**config.mk**
```make
export PLATFORM = sky130hd
export DESIGN_NAME = cacheline_adapter
export DESIGN_NICKNAME = d
export VERILOG_FILES = /design/src/rtl/cacheline_adapter.sv
export SDC_FILE = /design/constraint.sdc
export NUM_CORES = 1
export LEC_CHECK = 0
export ABC_CLOCK_PERIOD_IN_PS = 5600
export BUFFER_PORTS_ARGS = -buffer_cell sky130_fd_sc_hd__buf_2
export CELL_PAD_IN_SITES_DETAIL_PLACEMENT = 0
export CELL_PAD_IN_SITES_GLOBAL_PLACEMENT = 1
export CORE_AREA = 2 2 278 280
export CTS_CLUSTER_SIZE = 16
export DETAILED_ROUTE_END_ITERATION = 6
export DIE_AREA = 0 0 280 282
export PLACE_DENSITY = 0.6
export SYNTH_ARGS = -nofsm -noshare
export SYNTH_HDL_FRONTEND = slang
export SYNTH_SLANG_ARGS = --single-unit
```
**constraint.sdc**
```tcl
create_clock -name clk -period 5.6 [get_ports clk]
set_input_delay 0.28 -clock clk [delete_from_list [all_inputs] [get_ports clk]]
set_output_delay 0.28 -clock clk [all_outputs]
set_load 0.1 [all_outputs]
```
**src/rtl/cacheline_adapter.sv**
```systemverilog
// Cacheline adapter: turns one 256-bit line read/write request into a burst of
// four 64-bit beats on the memory side, with wait states allowed between beats.
//
// state   | meaning
// --------+-----------------------------------------------------------
// S_IDLE  | waiting for a line request; address/data latched on accept
// S_READ  | burst read, one beat stored per mem_resp
// S_WRITE | burst write, one beat retired per mem_resp
// S_DONE  | one-cycle pmem_resp, then back to S_IDLE
module cacheline_adapter (
  input  logic         clk,
  input  logic         rst,
  input  logic         pmem_read,
  input  logic         pmem_write,
  input  logic [31:0]  pmem_address,
  input  logic [255:0] pmem_wdata,
  output logic         pmem_resp,
  output logic [255:0] pmem_rdata,
  output logic         mem_read,
  output logic         mem_write,
  output logic [31:0]  mem_address,
  output logic [63:0]  mem_wdata,
  input  logic [63:0]  mem_rdata,
  input  logic         mem_resp
);

  localparam logic [1:0] S_IDLE  = 2'd0;
  localparam logic [1:0] S_READ  = 2'd1;
  localparam logic [1:0] S_WRITE = 2'd2;
  localparam logic [1:0] S_DONE  = 2'd3;

  logic [1:0]   state_q;
  logic [1:0]   state_d;
  logic [1:0]   cnt_q;
  logic [26:0]  addr_q;
  logic [255:0] line_q;
  logic [255:0] wbuf_q;
  logic         last_beat;

  assign last_beat = mem_resp && (cnt_q == 2'd3);

  always_comb begin
    state_d = state_q;
    unique case (state_q)
      S_IDLE: begin
        if (pmem_write)
          state_d = S_WRITE;
        else if (pmem_read)
          state_d = S_READ;
      end
      S_READ: begin
        if (last_beat)
          state_d = S_DONE;
      end
      S_WRITE: begin
        if (last_beat)
          state_d = S_DONE;
      end
      S_DONE:  state_d = S_IDLE;
      default: state_d = S_IDLE;
    endcase
  end

  // Only the line-aligned part of the address is kept, so the burst base is
  // 32-byte aligned by construction.
  always_ff @(posedge clk) begin
    if (rst) begin
      state_q <= S_IDLE;
      cnt_q   <= 2'd0;
      addr_q  <= '0;
      line_q  <= '0;
      wbuf_q  <= '0;
    end else begin
      state_q <= state_d;
      case (state_q)
        S_IDLE: begin
          if (pmem_write || pmem_read) begin
            addr_q <= pmem_address[31:5];
            cnt_q  <= 2'd0;
            if (pmem_write)
              wbuf_q <= pmem_wdata;
          end
        end
        S_READ: begin
          if (mem_resp) begin
            line_q[{cnt_q, 6'd0} +: 64] <= mem_rdata;
            cnt_q                       <= cnt_q + 2'd1;
          end
        end
        S_WRITE: begin
          if (mem_resp)
            cnt_q <= cnt_q + 2'd1;
        end
        default: ;
      endcase
    end
  end

  assign mem_read    = (state_q == S_READ);
  assign mem_write   = (state_q == S_WRITE);
  assign mem_address = {addr_q, 5'd0};
  assign mem_wdata   = wbuf_q[{cnt_q, 6'd0} +: 64];
  assign pmem_resp   = (state_q == S_DONE);
  assign pmem_rdata  = line_q;

endmodule

```
==> results of run 1 <==
==> through the flow <==
stage	setup WS (ns)	instance area, um2	util [%]	hold slack (ns)
after floorplan	3.212	20880	-	0.4105
after global placement	2.056	24860	32.84	0.4359
after detailed placement	2.032	24860	32.84	0.4413
after CTS	1.827	30460	40.24	0.001095
after global routing	1.734	30480	40.27	0.03588
final	2.015	30490	40.28	0.04800
==> flip-flops by register name (all words and copies together), names as in the netlist <==
name	count
state_q	2
pmem_rdata	256
cnt_q	2
wbuf_q	256
addr_q	27
==> synth_stat cells (all sizes together) <==
| master | count |
|---|---|
| nand3 | 193 |
| o311ai | 2 |
| o211ai | 1 |
| nor2b | 2 |
| nand2 | 763 |
| mux4 | 64 |
| conb | 1 |
| a21oi | 476 |
| nor4bb | 2 |
| nor3b | 2 |
| clkbuf | 124 |
| o31ai | 2 |
| nor4b | 2 |
| or3 | 1 |
| dfxtp | 543 |
| mux2i | 2 |
| buf | 102 |
| a2111o | 1 |
| o21ai | 2 |
| nor2 | 64 |
| inv | 5 |
| ha | 10 |
| o21a | 1 |
| and2 | 2 |
| a32oi | 64 |
| and3 | 3 |
| nand4 | 4 |
==> repair_timing <==
item | in CTS | in global routing
resized for setup | 0 | 0
hold endpoints to repair | 513 | 0
hold buffers | 346 | 0
==> final cells by class <==
cell class	instances	area share [%]
Sequential cell	543	35.68
Antenna cell	11	0.09029
Timing Repair Buffer	1068	23.62
Inverter	5	0.06156
Tap cell	978	4.014
Clock buffer	96	6.349
Multi-Input combinational cell	1668	29.52
Clock inverter	19	0.6607
==> logic make-up after synthesis <==
family                   count (synthesis)  share of synthesized area (%)
AO/OA/AOI/OAI                          549                          14.63
adder cells (fa/ha/maj)                 10                         0.5996
buffers and inverters                  231                          5.204
flip-flops                             543                          52.09
multiplexers                            66                          7.003
other                                    1                        0.01797
AND/OR/NAND/NOR                       1038                          20.46
==> layer usage <==
| metal | up-vias | routed length, um |
|---|---|---|
| met5 | - | 51 |
| met4 | 8 | 3217 |
| met3 | 172 | 4816 |
| met2 | 672 | 41550 |
| met1 | 10160 | 35150 |
| li1 | 10130 | - |
==> critical path, stage by stage, from the launching register on <==
cell	delay (ns)
dfxtp_4	0.89
buf_4	0.79
mux4_2	0.65
buf_2	0.33
==> worst paths after layout <==
path	end	from	cells past startpoint	slack [ns]
setup / recovery	mem_wdata[27]	cnt_q[0]$_SDFFE_PP0P_	3	2.02
hold / removal	pmem_rdata[196]$_SDFFE_PP0P_	mem_rdata[4]	3	0.05
setup reg to reg	pmem_rdata[154]$_SDFFE_PP0P_	cnt_q[0]$_SDFFE_PP0P_	6	2.06
hold reg to reg	pmem_rdata[109]$_SDFFE_PP0P_	pmem_rdata[109]$_SDFFE_PP0P_	2	0.45
==> power groups by stage <==
stage,Sequential [uW],Combinational [uW],Clock [uW]
floorplan,5140,2730,0
global placement,4580,4160,0
detailed placement,4600,4210,0
CTS,4520,4420,4390
global route,4570,4660,4530
finish,4520,4390,4250
==> impl_metrics.toml, run 1 <==
[global_route]
grt_use_met2_pct = 35.09
grt_max_degree = 196
grt_usage_pct = 20.52
grt_use_met1_pct = 24.96
grt_pass1_wl_um = 125800
antenna_found_initial = 15
met3_usage_pct = 4.185
grt_pass1_vias = 21030
top_usage_layer = "met2"
overflow = 0

[floorplanning]
dieArea_um2 = 78960
core_um2 = 75700
row_count = 101
dieHeight_um = 282
io_pins = 712
die_w_um = 280
initial_core_util_pct = 27.57

[synthesis]
syn_area_per_cell_um2 = 8.560
synth.distinct_cells = 35
synth_top_area_cell = "dfxtp_1"
yosys-top-cells-area = "dfxtp_1 (52%), nand2_1 (14%), a21oi_1 (11%), mux4_2 (6.9%), nand3_1 (4.4%)"
ys_ff_latch = 543
syn_inst = 2438
yosysSeqAreaShare_pct = 52.09
syn_area_um2 = 20870
synth_top_cell_area_share_pct = 52.09
ys_warn_count = 0

[final_layout]
stdcell_count = 4388
multiInputGateArea_um2 = 9001
nFillCells = 7761
area_growth_pct = 46.09
mostFrequentLayoutCells = "nand2_1 (762), buf_2 (700), dfxtp_1 (541)"
drive_gt1_share_pct = 27.18
final_nets = 3719
final-seq-area_um2 = 10880
final_common_cell = "nand2_1"

[placement]
routabilityCongestion = 0.8372
post-dp-hpwl_um = 56020
port-buffer-count = 701
dp_cells = 3916

[timing]
clock-skew-final_ns = 0.01943
post-route-period-util_pct = 64.01
fmax_mhz = 279.0
finalHoldViolCount = 0
finalSetupViolCount = 0
finalSetupTns_ns = 0
worst_pin_slew_ns = 1.137
maxSlewViolCount = 0
max_slew_margin_pct = 24.11
grt_setup_unrepaired = "no"
finalCriticalPeriod_ns = 3.585

[drt]
via_per_inst = 4.818
vias = 21140
wl_um = 84780
drtIter0Drc = 1216
drtPass1Iterations = 5
avgRoutedWirePerCell_um = 19.32
drcViolationCount = 0
drt.antenna.violating_nets = 0

[power_and_ir_drop]
p_per_area_nw_per_um2 = 431.4
ir_worst_vdd_mv = 0.3827
p_comb_share_pct = 33.4
p_total_uw = 13150
power_leakage_uw = 0.01255
p_clk_share_pct = 32.3
power.internal_uw = 7833
seq_power_share_pct = 34.4
swShare_pct = 40.44
power.switching_uw = 5319

[clock_tree]
cts_tree = "yes"
cts-buffers-inserted = 66
cts_sinks = 543
cts_setup_buffers = 0
cts_max_path_buffers = 3
htreeDepth = 3
clk_pin_slew_ns = 0.06
root_buffer = "clkbuf_16"
insertion_delay_ns = 0.60

[setup_path]
critPathKind = "reg2out"
required_ns = 5.32
crit_path_max_fanout = 38
worstSetupStartpointType = "flip-flop"
cp-end-kind = "output pin"
arrival_ns = 3.30

[status]
outcome = "complete, no violations"

[hold_path]
worst_hold_path_type = "in2reg"

[job]
drv_cap = 0
No activity file was read; power rests on OpenSTA's default activity.
==> run 2, diff against run 1 <==
ABC_CLOCK_PERIOD_IN_PS = 3400   (was 5600)
clock period = 3.4 ns   (was 5.6 ns; I/O delays follow)
==> run 2 against run 1 <==
Effect of this change:
- die area unchanged
- total power grew 66%
- clock-buffer cell count rose by 7
- clock power rose by 65%
- first-iteration DRC count fell by 6.9%
- sequential power rose by 63%
- critical endpoint unchanged
- largest cell class unchanged
- highest routed layer unchanged
==> impl_metrics.toml, run 2 (synthesized netlist as in run 1, its figures left out) <==
[status]
outcome = "complete, no violations"

[timing]
max_slew_margin_pct = 27.58
setup_slack_ns = 0.3879
finalSetupViolCount = 0
grt_setup_unrepaired = "no"
finalCriticalPeriod_ns = 3.012
post-route-period-util_pct = 88.59
finalHoldViolCount = 0
finalSetupTns_ns = 0
maxSlewViolCount = 0
worst_pin_slew_ns = 1.086
clock-skew-final_ns = 0.01576
fmax_mhz = 332.0

[power_and_ir_drop]
p_total_uw = 21820
p_per_area_nw_per_um2 = 708.8
ir_worst_vdd_mv = 0.4473
power_leakage_uw = 0.01267

[drt]
wl_um = 85290
drcViolationCount = 0
drt.antenna.violating_nets = 0
vias = 21240
via_per_inst = 4.821
drtPass1Iterations = 5
drtIter0Drc = 1132
avgRoutedWirePerCell_um = 19.36

[floorplanning]
row_count = 101
dieHeight_um = 282
core_um2 = 75700
dieArea_um2 = 78960
io_pins = 712
initial_core_util_pct = 27.57
die_w_um = 280

[setup_path]
required_ns = 3.23
worstSetupStartpointType = "flip-flop"
critPathSlowestCell = "buf_4"
cp_num_buf_inv = 2
cpPeakStageDelay_ns = 0.73
arrival_ns = 2.84
cp-end-kind = "output pin"
critPathKind = "reg2out"
crit_path_max_fanout = 47
path_cells = "buf_4 -> mux4_2 -> buf_2"
cp_top_family = "buffers and inverters"

[job]
drv_cap = 0

[clock_tree]
clk_pin_slew_ns = 0.06
cts_max_path_buffers = 3
cts_setup_buffers = 0
cts-buffers-inserted = 67
htreeDepth = 3
cts_tree = "yes"
insertion_delay_ns = 0.59
cts_sinks = 543
root_buffer = "clkbuf_16"

[global_route]
grt_pass1_wl_um = 126200
grt_max_degree = 125
overflow = 0
antenna_found_initial = 14
grt_pass1_vias = 20950
grt_usage_pct = 20.57

[final_layout]
drive_gt1_share_pct = 27.26
area_growth_pct = 47.53
final-seq-area_um2 = 10880
nFillCells = 7706
multiInputGateArea_um2 = 9001
final_nets = 3732
final_common_cell = "nand2_1"
final_area_um2 = 30790
mostFrequentLayoutCells = "nand2_1 (762), buf_2 (700), dfxtp_1 (541)"

[placement]
post-dp-hpwl_um = 56970
place_ws_ns = 0.9377
port-buffer-count = 701
routabilityCongestion = 0.8436
placed_cell_area_um2 = 25140

[hold_path]
worst_hold_path_type = "in2reg"
[run 2: changes by cell type in the layout (fill, tap and decap cells not counted), sizes merged]
cell	change
buf	+10
bufinv	-1
clkbuf	+7
clkinv	-1
clkinvlp	-1
diode	+2
dlygate4sd3	+2
[run 2: layout make-up]
class	instances	area share, %
Inverter	5	0.06096
Clock buffer	103	6.446
Multi-Input combinational cell	1668	29.24
Antenna cell	13	0.1057
Tap cell	978	3.975
Clock inverter	16	0.4917
Sequential cell	543	35.33
Timing Repair Buffer	1080	24.35
[run 2: metal layers]
layer	vias to the layer above	wire, um	GRT usage (%)
met5	-	35	0
met4	6	2947	8.104
met3	170	4877	4.035
met2	709	42130	35.25
met1	10190	35300	25.37
li1	10160	-	-
[run 2: repair_timing]
item	CTS	global route
resized for setup	0	0
hold buffers	348	0
hold endpoints to repair	540	0
[run 2: path summary, 6_finish.rpt]
| path | startpoint | to | slack [ns] | depth (start not counted) |
|---|---|---|---|---|
| max reg2reg | cnt_q[1]$_SDFFE_PP0P_ | pmem_rdata[71]$_SDFFE_PP0P_ | 0.96 | 6 |
| max | cnt_q[1]$_SDFFE_PP0P_ | mem_wdata[27] | 0.39 | 3 |
| min reg2reg | pmem_rdata[163]$_SDFFE_PP0P_ | pmem_rdata[163]$_SDFFE_PP0P_ | 0.44 | 2 |
| min | rst | wbuf_q[151]$_SDFFE_PP0P_ | 0.06 | 2 |
[run 2: report_power, final]
group	total (uW)	internal, uW	switching, uW
sequential	7360	7010	349
clock	7000	4120	2880
combinational	7460	1920	5550
[run 2: through the flow]
stage	utilization, %	instances	hold slack (ns)
after CTS	40.63	4393	0.05030
after detailed placement	33.21	3926	0.4151
after global placement	33.21	3926	0.4097
after floorplan	-	2442	0.3005
final	40.67	4406	0.05695
after global routing	40.67	4404	0.07061
==> run 3, diff against run 2 <==
RECOVER_POWER = 25   (was unset)
==> run 3 against run 2 <==
Effect of this change:
- sequential power about the same
- flip-flop and latch count unchanged
- register-to-register slack about the same
- hold slack about the same
- sequential share of layout area up 0.33 points
- clock power about the same
- utilization down 0.37 points
- total power down 0.11%
- largest cell class unchanged
- largest power group unchanged
- highest routed layer unchanged
==> impl_metrics.toml, run 3 (synthesized netlist as in run 1, its figures left out) <==
[hold_path]
worst_hold_path_type = "in2reg"

[placement]
port-buffer-count = 701
placed_cell_area_um2 = 25140
post-dp-hpwl_um = 56970
routabilityCongestion = 0.8436

[floorplanning]
die_w_um = 280
row_count = 101
io_pins = 712
dieArea_um2 = 78960
initial_core_util_pct = 27.57
core_um2 = 75700
dieHeight_um = 282

[drt]
vias = 21280
drcViolationCount = 0
via_per_inst = 4.830
drtPass1Iterations = 6
wl_um = 85440
drtIter0Drc = 1117
drt.antenna.violating_nets = 0
avgRoutedWirePerCell_um = 19.40

[clock_tree]
root_buffer = "clkbuf_16"
insertion_delay_ns = 0.60
cts_tree = "yes"
cts_sinks = 543
cts-buffers-inserted = 67
ctsResizeCount = 0
cts_max_path_buffers = 3
clk_pin_slew_ns = 0.06
htreeDepth = 3

[final_layout]
area_growth_pct = 46.18
final_nets = 3732
final_common_cell = "nand2_1"
nFillCells = 7794
drive_gt1_share_pct = 20.73
mostFrequentLayoutCells = "nand2_1 (762), dfxtp_1 (541), buf_2 (477)"
final_area_um2 = 30510

[setup_path]
critPathKind = "reg2out"
required_ns = 3.23
path_cells = "buf_4 -> mux4_2 -> buf_2"
worstSetupStartpointType = "flip-flop"
arrival_ns = 2.84
r2r_slack_ns = 0.96
cpPeakStageDelay_ns = 0.73
crit_path_max_fanout = 47
cp-end-kind = "output pin"
critPathSlowestCell = "buf_4"

[global_route]
grt_pass1_vias = 20950
overflow = 0
met3_usage_pct = 4.035
grt_use_met2_pct = 35.25
antenna_found_initial = 14
grt_usage_pct = 20.57
grt_use_met1_pct = 25.37
top_usage_layer = "met2"
grt_max_degree = 125
grt_pass1_wl_um = 126200

[power_and_ir_drop]
p_per_area_nw_per_um2 = 714.5
power_leakage_uw = 0.01170
ir_worst_vdd_mv = 0.4501

[timing]
grt_setup_unrepaired = "no"
finalSetupViolCount = 0
post-route-period-util_pct = 88.55
worst_pin_slew_ns = 1.304
maxSlewViolCount = 0
finalHoldViolCount = 0
finalSetupTns_ns = 0
clock-skew-final_ns = 0.01744
hold_ws_ns = 0.05741
fmax_mhz = 332.1
finalCriticalPeriod_ns = 3.011
max_slew_margin_pct = 13.45

[status]
outcome = "complete, no violations"

[job]
drv_cap = 0
## run 3: changes by cell type in the layout (fill, tap and decap cells not counted), sizes merged
cell	delta
buf	-223
clkbuf	+223
diode	-1
## run 3: layer usage
layer	vias to the layer above	wire length, um
met5	-	35
met4	6	2868
met3	160	5102
met2	742	42190
met1	10210	35240
li1	10160	-
## run 3: final cells by class
type,count,area [um2],share of cell area (%)
well taps,978,1224,4.011
multi-input cells,1668,9001,29.51
flip-flops and latches,543,10880,35.66
clock buffers,103,1984,6.505
clock inverters,16,151.4,0.4963
diodes,12,30.03,0.09844
inverters,5,18.77,0.06152
repair buffers,1080,7218,23.66
## run 3: worst paths after layout
kind	start	endpoint	cells after the start
setup / recovery	cnt_q[1]$_SDFFE_PP0P_	mem_wdata[27]	3
hold / removal	rst	wbuf_q[151]$_SDFFE_PP0P_	2
hold reg to reg	pmem_rdata[163]$_SDFFE_PP0P_	pmem_rdata[163]$_SDFFE_PP0P_	2
setup reg to reg	cnt_q[1]$_SDFFE_PP0P_	pmem_rdata[71]$_SDFFE_PP0P_	6
## run 3: metrics by stage
stage                     setup WS, ns  std cells  power (uW)  utilization (%)
after CTS                       0.2981       4393       22080            40.63
after detailed placement        0.9377       3926       14660            33.21
after floorplan                  1.012       2442       12970                -
after global placement          0.9735       3926       14560            33.21
final                           0.3892       4405       21800            40.30
after global routing            0.3063       4404       22820            40.30
## run 3: report_power, final
group	switching [uW]	internal, uW	leakage [uW]	total, uW
logic	5550	1890	0.00622	7430
clock network	2880	4120	0.00105	7000
registers	353	7010	0.00442	7370
total	8780	13000	0.0117	21800
## run 3: critical path, delay by kind of cell (launching register included)
family | cells | cell delay, ns
flops | 1 | 0.58
mux | 1 | 0.40
buf+inv | 2 | 1.19
## run 3: repair_timing
action | 4_1_cts | 5_1_grt
hold buffers | 348 | 0
buffers inserted | 0 | 0
hold endpoints to repair | 540 | 0
